<file path="config.mk">
export PLATFORM = sky130hd
export DESIGN_NAME = uart_tx_scheduler
export DESIGN_NICKNAME = d
export VERILOG_FILES = /design/src/rtl/uart_tx_pkg.sv /design/src/rtl/uart_tx_scheduler_rr_arbiter.sv /design/src/rtl/uart_tx_scheduler.sv
export SDC_FILE = /design/constraint.sdc
export NUM_CORES = 1
export LEC_CHECK = 0
export CAP_MARGIN = 25
export CORE_MARGIN = 8
export CORE_UTILIZATION = 43
export DETAILED_ROUTE_END_ITERATION = 10
export HOLD_SLACK_MARGIN = 0.08
export PLACE_DENSITY = 0.77
export SYNTH_ARGS = -nofsm -noshare
export SYNTH_HDL_FRONTEND = slang
export SYNTH_HIERARCHICAL = 1
export SYNTH_SLANG_ARGS = --single-unit
</file>
<file path="constraint.sdc">
create_clock -name clk -period 1.9 [get_ports clk]
set_clock_uncertainty 0.15 [all_clocks]
set_input_delay 0.38 -clock clk [delete_from_list [all_inputs] [get_ports clk]]
set_output_delay 0.38 -clock clk [all_outputs]
set_load 0.005 [all_outputs]
</file>
<file path="src/rtl/uart_tx_pkg.sv">
// Shared state encoding, counter widths and default parameters for the UART TX scheduler.
package uart_tx_pkg;

  localparam int unsigned N_SRC_DEF   = 4;
  localparam int unsigned GAP_DEF     = 16;
  localparam int unsigned TIMEOUT_DEF = 4095;

  localparam int unsigned GAP_CNT_W = 8;
  localparam int unsigned TO_CNT_W  = 12;

  typedef enum logic [1:0] {
    ST_IDLE = 2'd0,
    ST_SEND = 2'd1,
    ST_GAP  = 2'd2
  } state_e;

endpackage

</file>
<file path="src/rtl/uart_tx_scheduler_rr_arbiter.sv">
// Round-robin picker: one-hot winner, searching upward from pointer and wrapping.
module rr_arbiter
  import uart_tx_pkg::*;
#(
  parameter int unsigned N     = N_SRC_DEF,
  parameter int unsigned PTR_W = (N > 1) ? $clog2(N) : 1
) (
  input  logic [N-1:0]     req,
  input  logic [PTR_W-1:0] pointer,
  output logic [N-1:0]     winner
);

  logic [N-1:0] mask;
  logic [N-1:0] masked;
  logic [N-1:0] pick;

  // Prefer requesters at or above the pointer; otherwise fall back to the lowest index.
  always_comb begin
    mask   = ~((N'(1) << pointer) - N'(1));
    masked = req & mask;
    pick   = (masked != '0) ? masked : req;
    winner = pick & (~pick + N'(1));
  end

endmodule

</file>
<file path="src/rtl/uart_tx_scheduler.sv">
// Shares one UART transmitter between N_SRC frame requesters with round-robin,
// inter-frame gap enforcement and a completion timeout.
module uart_tx_scheduler
  import uart_tx_pkg::*;
#(
  parameter int unsigned N_SRC   = N_SRC_DEF,
  parameter int unsigned GAP     = GAP_DEF,
  parameter int unsigned TIMEOUT = TIMEOUT_DEF
) (
  input  logic               clk,
  input  logic               reset,
  input  logic [N_SRC-1:0]   req,
  input  logic [8*N_SRC-1:0] src_data,
  input  logic [3:0]         switch,
  input  logic               TXDone,
  output logic               RQ,
  output logic [7:0]         data,
  output logic [N_SRC-1:0]   grant,
  output logic [N_SRC-1:0]   done,
  output logic [N_SRC-1:0]   err,
  output logic               busy
);

  localparam int unsigned PTR_W = (N_SRC > 1) ? $clog2(N_SRC) : 1;
  localparam logic [GAP_CNT_W-1:0] GAP_LAST = GAP_CNT_W'((GAP > 0) ? GAP - 1 : 0);
  localparam logic [TO_CNT_W-1:0]  TO_LAST  = TO_CNT_W'((TIMEOUT > 0) ? TIMEOUT - 1 : 0);

  state_e                 state_q, state_d;
  logic                   rq_q, rq_d;
  logic [N_SRC-1:0]       grant_q, grant_d;
  logic [N_SRC-1:0]       done_q, done_d;
  logic [N_SRC-1:0]       err_q, err_d;
  logic                   busy_q, busy_d;
  logic [PTR_W-1:0]       ptr_q, ptr_d;
  logic [GAP_CNT_W-1:0]   gap_cnt_q, gap_cnt_d;
  logic [TO_CNT_W-1:0]    to_cnt_q, to_cnt_d;
  logic                   txdone_q, txdone_d;

  logic [N_SRC-1:0]       win;
  logic [PTR_W-1:0]       win_idx;
  logic [PTR_W-1:0]       ptr_next;
  logic                   txdone_rise;

  // The byte index is decoded by the sources themselves; it is routed to them outside this block.
  logic                   unused_switch;
  assign unused_switch = ^switch;

  rr_arbiter #(
    .N     (N_SRC),
    .PTR_W (PTR_W)
  ) u_rr_arbiter (
    .req     (req),
    .pointer (ptr_q),
    .winner  (win)
  );

  // Encode the winner and derive the next highest-priority source.
  always_comb begin
    win_idx = '0;
    for (int i = 0; i < N_SRC; i++) begin
      if (win[i]) win_idx = PTR_W'(i);
    end
    ptr_next = (win_idx == PTR_W'(N_SRC - 1)) ? '0 : win_idx + PTR_W'(1);
  end

  assign txdone_rise = TXDone & ~txdone_q;

  // Next-state and registered-output logic.
  always_comb begin
    state_d   = state_q;
    rq_d      = rq_q;
    grant_d   = grant_q;
    done_d    = '0;
    err_d     = '0;
    ptr_d     = ptr_q;
    gap_cnt_d = gap_cnt_q;
    to_cnt_d  = to_cnt_q;
    txdone_d  = TXDone;

    case (state_q)
      ST_IDLE: begin
        gap_cnt_d = '0;
        to_cnt_d  = '0;
        // A transmitter still finishing a frame (e.g. after reset) blocks new starts.
        if ((req != '0) && !TXDone) begin
          grant_d = win;
          rq_d    = 1'b1;
          ptr_d   = ptr_next;
          state_d = ST_SEND;
        end
      end
      ST_SEND: begin
        if (txdone_rise) begin
          rq_d      = 1'b0;
          done_d    = grant_q;
          gap_cnt_d = '0;
          to_cnt_d  = '0;
          state_d   = ST_GAP;
        end else if (to_cnt_q >= TO_LAST) begin
          rq_d      = 1'b0;
          err_d     = grant_q;
          gap_cnt_d = '0;
          to_cnt_d  = '0;
          state_d   = ST_GAP;
        end else if (to_cnt_q != '1) begin
          to_cnt_d = to_cnt_q + TO_CNT_W'(1);
        end
      end
      ST_GAP: begin
        rq_d = 1'b0;
        if ((gap_cnt_q >= GAP_LAST) && !TXDone) begin
          grant_d   = '0;
          gap_cnt_d = '0;
          to_cnt_d  = '0;
          state_d   = ST_IDLE;
        end else if (gap_cnt_q != '1) begin
          gap_cnt_d = gap_cnt_q + GAP_CNT_W'(1);
        end
      end
      default: begin
        rq_d    = 1'b0;
        grant_d = '0;
        state_d = ST_IDLE;
      end
    endcase

    busy_d = (state_d != ST_IDLE);
  end

  // State and output registers.
  always_ff @(posedge clk or negedge reset) begin
    if (!reset) begin
      state_q   <= ST_IDLE;
      rq_q      <= 1'b0;
      grant_q   <= '0;
      done_q    <= '0;
      err_q     <= '0;
      busy_q    <= 1'b0;
      ptr_q     <= '0;
      gap_cnt_q <= '0;
      to_cnt_q  <= '0;
      txdone_q  <= 1'b0;
    end else begin
      state_q   <= state_d;
      rq_q      <= rq_d;
      grant_q   <= grant_d;
      done_q    <= done_d;
      err_q     <= err_d;
      busy_q    <= busy_d;
      ptr_q     <= ptr_d;
      gap_cnt_q <= gap_cnt_d;
      to_cnt_q  <= to_cnt_d;
      txdone_q  <= txdone_d;
    end
  end

  // Byte mux follows the current owner; zero when nobody holds the transmitter.
  always_comb begin
    data = '0;
    for (int i = 0; i < N_SRC; i++) begin
      data = data | (src_data[8*i +: 8] & {8{grant_q[i]}});
    end
  end

  assign RQ    = rq_q;
  assign grant = grant_q;
  assign done  = done_q;
  assign err   = err_q;
  assign busy  = busy_q;

endmodule

</file>
After elaboration in Yosys (flattened, before gate mapping)
Cells that the tools add are included.
{"block": "word_totals", "ff_bits": 39, "latch_bits": 0, "ramBits": 0, "rom_bits": 0, "input_bits": 43, "output_inout_bits": 22, "word_cells": 87, "memories": 0}
{"block": "op_classes", "add_sub_neg": 5, "multipliers": 0, "div": 0, "n_lt_le_gt_ge": 2, "eq_ne": 10, "shifts": 1, "mux": 32, "bitwise": 14, "n_reduce_logical": 13}
{"cell": "$mux W12", "count": 4}
{"cell": "$pmux W12 S3", "count": 1}
{"cell": "$and A8 B8 Y8", "count": 4}
{"cell": "$mux W4", "count": 8}
{"cell": "$mux W8", "count": 4}
{"cell": "$or A8 B8 Y8", "count": 3}
{"cell": "$pmux W8 S3", "count": 1}
{"cell": "$mux W2", "count": 7}
{"cell": "$add A12 B1 Y12 const B", "count": 1}
{"cell": "$ge A12 B12 Y1 const B", "count": 1}
{"cell": "$ne A12 B12 Y1 const B", "count": 1}
{"cell": "$pmux W4 S3", "count": 1}
{"cell": "$reduce_and A3 Y1", "count": 3}
{"cell": "$add A8 B1 Y8 const B", "count": 1}
{"cell": "$and A4 B4 Y4", "count": 2}
{"cell": "$ge A8 B4 Y1 const B", "count": 1}
{"cell": "$ne A8 B8 Y1 const B", "count": 1}
{"cell": "$not A4 Y4", "count": 2}
{"cell": "$reduce_bool A4 Y1", "count": 2}
{"cell": "$ne A3 B3 Y1 const B", "count": 2}
{"cell": "$pmux W2 S3", "count": 1}
{"cell": "$add A4 B1 Y4 const B", "count": 1}
{"cell": "$eq A2 B2 Y1 const B", "count": 2}
{"cell": "$mux W1", "count": 4}
{"cell": "other kinds (15)", "count": 19}

Depth between registers and ports, before layout
{"block": "logic_depth", "word_depth": 14, "depth_mapped": 8, "ltp_nobuf": 7}

Hierarchy
The synthesis kept the hierarchy.
{"module": "uart_tx_scheduler", "n_inst": 1, "cells_per_inst": 223, "area_per_inst_um2": 2127.0, "seq_area_each_um2": 975.9}
{"module": "rr_arbiter", "n_inst": 1, "cells_per_inst": 16, "area_per_inst_um2": 97.6, "seq_area_each_um2": 0.0}

Worst setup path after synthesis
No wires, ideal clock.
{"block": "synth_timing", "path_kind": "register to register", "start": "register to_cnt_q[0]", "end": "register gap_cnt_q[5]", "setup_time_ps": 121, "arrival_time_ps": 1675, "required_ps": 1629, "slack_ps": -46, "stages_incl_launch_ff": 8, "n_path_buf": 0, "period_less_slack_ps": 1946, "path_cell_list": "dfrtp_1 > inv_1 > ha_1 > o211ai_2 > o311ai_4 > a21boi_4 > o21ai_1 > a22o_1"}
{"block": "synth_via", "elab_chain_cells": 3}
{"item": "from (decl)", "line_no": "uart_tx_scheduler.sv:36", "source": "logic [TO_CNT_W-1:0] to_cnt_q, to_cnt_d;"}
{"item": "from (signal assigned)", "line_no": "uart_tx_scheduler.sv:152", "source": "to_cnt_q <= to_cnt_d;"}
{"item": "$ge A12 B12 Y1", "line_no": "uart_tx_scheduler.sv:99", "source": "end else if (to_cnt_q >= TO_LAST) begin"}
{"item": "$ne A3 B3 Y1 (no line)"}
{"item": "$reduce_and A3 Y1 (no line)"}
{"item": "to (signal assigned)", "line_no": "uart_tx_scheduler.sv:151", "source": "gap_cnt_q <= gap_cnt_d;"}
{"item": "to (decl)", "line_no": "uart_tx_scheduler.sv:35", "source": "logic [GAP_CNT_W-1:0] gap_cnt_q, gap_cnt_d;"}
No other way between the ends.
A chain may end at the register's enable or synchronous reset.

Worst setup path in the final report
{"block": "layout_timing", "start": "register grant_q[1] (netlist: grant[1])", "end": "output port data[1]"}
{"block": "layout_via", "elab_chain_cells": 4}
{"item": "from (decl)", "line_no": "uart_tx_scheduler.sv:30", "source": "logic [N_SRC-1:0] grant_q, grant_d;"}
{"item": "from (signal assigned)", "line_no": "uart_tx_scheduler.sv:146", "source": "grant_q <= grant_d;"}
{"item": "$and A8 B8 Y8", "line_no": "uart_tx_scheduler.sv:161", "source": "data = data | (src_data[8*i +: 8] & {8{grant_q[i]}});"}
{"item": "$or A8 B8 Y8 (3 in series)", "line_no": "uart_tx_scheduler.sv:161"}
{"item": "to (decl)", "line_no": "uart_tx_scheduler.sv:17", "source": "output logic [7:0] data,"}
No other way between the ends.

==> flow_summary.toml <==
[timing]
timing.final.hold_violations = 0
fin_crit_ns = 1.96
finalWorstSetupSlack_ns = -0.0610
final_report_setup_violation_count = 8
slew-limit-headroom = 0.670
fin_hold_ws_ns = 0.177
max_clock_freq_ghz = 0.510
max_slew.worst_pin.slew_ns = 0.495
unrepaired_setup_endpoints_after_global_routing = "true"
finalMaxSlewViolations = 0
layout_worst_path_cycle_share = 1.03

[worst_hold_path]
hold_path.startpoint = "TXDone"
timing.hold.worst_path_depth = 1
worst_hold_path_type = "in2reg"
hold_path_end = "txdone_q"

[clock_network]
ctsHtreeMaxLevel = 2
clk_path_buf_depth = 2
tritoncts.num_buffers = 5
worstSkewPairLatency_ns = 0.29
tritoncts_num_sinks = 39
cts-root-buf = "sky130_fd_sc_hd__clkbuf_8"
cts.reportedPaths.clkPinSlew_ns = 0.08
cts_tree = "yes"

[worst_setup_path]
critical_path_arrival_ns = 1.43
worstReg2RegStart = "to_cnt_q[0]"
cp_cell_sequence = "buf_2 -> a22oi_1 -> nand2_1 -> clkdlybuf4s15_1"
crit_path_start_kind = "flip-flop"
critical-path-max-stage-delay_ns = 0.48
crit_required_ns = 1.37
depth_of_the_worst_register_to_register_path = 7
timing.critical_path.to_type = "output pin"
timing_worst_setup_path_type = "reg2out"
cp_slowest_cell = "sky130_fd_sc_hd__dfrtp_2"
reg2reg_slack_ns = -0.03
timing.critical_path.fanout_max = 7
r2r-end = "gap_cnt_q[6]"

[yosys]
post_synth_main_area_contributors = "sky130_fd_sc_hd__dfrtp_1 44%, sky130_fd_sc_hd__a22oi_1 5.4%, sky130_fd_sc_hd__nand2_1 5.2%"
ys.warnings.count = 6
post_synth.cell_area_avg_sq_um = 9.31
asyncSetResetFlopFracSynth = 1.00
yosys.area.top_type_share = 0.439
synth_top_area_cell = "sky130_fd_sc_hd__dfrtp_1"
synth_cells = 239
yosys.cell_types.count = 50
ys_dominant_reg_cell = "sky130_fd_sc_hd__dfrtp_1"
sequential_area_share_after_synthesis = 0.439
postSynthRegisterBits = 39
syn_nets = 285
synth.cell_area_sq_um = 2220
synth_edf_count = 0

[drt]
drt_iter0_drc = 108
via_count = 2440
drt-pass1-iter-count = 4
postRouteAntennaNets = 0
drc = 0
drt-vias-per-instance = 5.55
wl_per_cell_microns = 18.4
wl_microns = 8080

[floorplan]
ioPinCount = 65
placeableCoreArea_sq_um = 5040
dieArea_sq_um = 7730
fp-row-count = 26
initial_core_utilization = 0.441
floorplan.die.width_microns = 87.9
dieHeight_microns = 87.9

[power_and_ir_drop]
cell_pwr_density_nw_per_um2 = 1070
vdd.ir_drop.worst_mv = 0.546
power_leakage_nw = 1.76

[final_layout]
post_route_cells_drive_above_1_share = 0.351
fillCellCount = 350
post-route-util = 0.736
antenna-diode-count = 0
nNetsFinal = 415
layout-area-overhead-vs-synth_pct = 66.8

[flow_run]
cap_viol_max_count = 0

[grt]
grt_max_degree = 40
grt_antenna_before_repair = 0
grtUsageTotal = 0.186
number_of_global_route_vias_before_repair = 2377
grt.overflow.total = 0
global_route_wire_length_before_repair_microns = 11200

[place]
buffer_ports.inserted = 60
gp_routability_congestion = 0.848
place.detailed.hpwl_microns = 4920
preCtsSetupSlack_ns = -0.374

[status]
run_status = "complete, but fails checks"
violations = "negative setup slack"
critical path: cells and delay by family, from the launching register on:
| kind | cells | cell delay [ns] |
|---|---|---|
| AO/OA/AOI/OAI | 1 | 0.17 |
| buffers and inverters | 2 | 0.41 |
| flip-flops | 1 | 0.48 |
| AND/OR/NAND/NOR | 1 | 0.08 |
stage by stage:
step,setup TNS (ns),total power [mW],area (sq um),instances
6_report,-0.161,3.96,3710,440
5_1_grt,-1.53,4.18,3710,440
4_1_cts,-0.598,3.66,3530,433
3_5_place_dp,-9.42,2.86,3200,402
3_3_place_gp,-8.18,2.80,3200,402
2_1_floorplan,-0.00674,1.99,2230,239
synthesized netlist by cell type (2+ instances only):
| library cell | count |
|---|---|
| sky130_fd_sc_hd__clkbuf_1 | 4 |
| sky130_fd_sc_hd__buf_2 | 2 |
| sky130_fd_sc_hd__mux2i_1 | 5 |
| sky130_fd_sc_hd__nor3_1 | 6 |
| sky130_fd_sc_hd__a21o_1 | 4 |
| sky130_fd_sc_hd__inv_1 | 8 |
| sky130_fd_sc_hd__nor2b_1 | 5 |
| sky130_fd_sc_hd__o21a_1 | 2 |
| sky130_fd_sc_hd__nor2_1 | 20 |
| sky130_fd_sc_hd__nand2_1 | 31 |
| sky130_fd_sc_hd__a31oi_1 | 3 |
| sky130_fd_sc_hd__o211a_1 | 2 |
| sky130_fd_sc_hd__and3_1 | 5 |
| sky130_fd_sc_hd__o22a_1 | 2 |
| sky130_fd_sc_hd__and2_1 | 5 |
| sky130_fd_sc_hd__nand2b_1 | 2 |
| sky130_fd_sc_hd__a22o_1 | 3 |
| sky130_fd_sc_hd__nand4_1 | 4 |
| sky130_fd_sc_hd__nor4_1 | 5 |
| sky130_fd_sc_hd__a22oi_1 | 16 |
| sky130_fd_sc_hd__o21ai_1 | 4 |
| sky130_fd_sc_hd__ha_1 | 3 |
| sky130_fd_sc_hd__a21oi_1 | 9 |
| sky130_fd_sc_hd__o31ai_1 | 11 |
| sky130_fd_sc_hd__o21ai_0 | 11 |
| sky130_fd_sc_hd__dfrtp_1 | 39 |
| sky130_fd_sc_hd__nand3_1 | 5 |
cell families (layout without fill, tap and decap cells):
| family | after synthesis | in the layout | synth area share |
|---|---|---|---|
| mux | 5 | 5 | 0.0225 |
| fa+ha+maj | 3 | 3 | 0.0169 |
| simple gates | 95 | 95 | 0.220 |
| buf+inv | 17 | 147 | 0.0315 |
| compound gates | 80 | 81 | 0.271 |
| flops | 39 | 39 | 0.439 |
where the power goes:
part	internal [mW]	switching (mW)	leakage, nW	total (mW)
clock network	0.258	0.289	0.0422	0.547
logic	1.15	1.14	1.20	2.29
registers	0.961	0.163	0.522	1.12
total	2.37	1.59	1.76	3.96
cells in the final DEF (no fill, tap or decap), types with 6 or more instances in the layout:
| master | netlist | layout |
|---|---|---|
| sky130_fd_sc_hd__inv_1 | 8 | 7 |
| sky130_fd_sc_hd__nand2_1 | 31 | 28 |
| sky130_fd_sc_hd__a22oi_1 | 16 | 8 |
| sky130_fd_sc_hd__o21ai_0 | 11 | 7 |
| sky130_fd_sc_hd__o21ai_1 | 4 | 7 |
| sky130_fd_sc_hd__a22oi_2 | 0 | 8 |
| sky130_fd_sc_hd__nor2_1 | 20 | 17 |
| sky130_fd_sc_hd__nor3_1 | 6 | 6 |
| sky130_fd_sc_hd__buf_6 | 0 | 11 |
| sky130_fd_sc_hd__buf_4 | 1 | 54 |
| sky130_fd_sc_hd__a21oi_1 | 9 | 8 |
| sky130_fd_sc_hd__clkdlybuf4s50_1 | 0 | 48 |
| sky130_fd_sc_hd__dfrtp_1 | 39 | 34 |
worst max path at each step:
stage | endpoint | slack (ns) | cells past startpoint | startpoint
floorplan | gap_cnt_q[5] | -0.002 | 7 | to_cnt_q[0]
global placement | gap_cnt_q[7] | -0.33 | 7 | TXDone
detailed placement | err[2] | -0.37 | 7 | TXDone
CTS | gap_cnt_q[3] | -0.09 | 7 | to_cnt_q[0]
global route | data[1] | -0.12 | 4 | grant[0]
finish | data[1] | -0.06 | 4 | grant[1]
metal layers:
layer  track usage  vias up  part of all wire
met5             0        -                 0
met4        0.0531        0             0.023
met3        0.0366       18             0.039
met2         0.339       70              0.53
met1         0.212     1205              0.41
li1              -     1147                 -
flip-flops by register name, indices dropped and copies added, names as in the netlist:
| signal | cells |
|---|---|
| busy | 1 |
| to_cnt_q | 12 |
| state_q | 2 |
| done | 4 |
| RQ | 1 |
| ptr_q | 2 |
| err | 4 |
| txdone_q | 1 |
| grant | 4 |
| gap_cnt_q | 8 |
layout make-up:
cell class / instances / area, sq um / area share
timing repair buffer: 130 / 1160 / 0.313
sequential: 39 / 982 / 0.265
tap: 70 / 87.6 / 0.0236
multi-input combinational: 184 / 1360 / 0.367
clock inverter: 1 / 5.00 / 0.00135
inverter: 9 / 33.8 / 0.00911
clock buffer: 7 / 76.3 / 0.0206
repair_timing:
item / CTS / global route
endpoints found under the setup margin: 35 / 39
hold endpoints to repair: 39 / 0
pin swaps: 5 / 9
cloned: 1 / 0
hold buffers: 1 / 0
gates resized for setup: 37 / 47
setup buffers: 22 / 7
(Power assumes the default switching activity.)
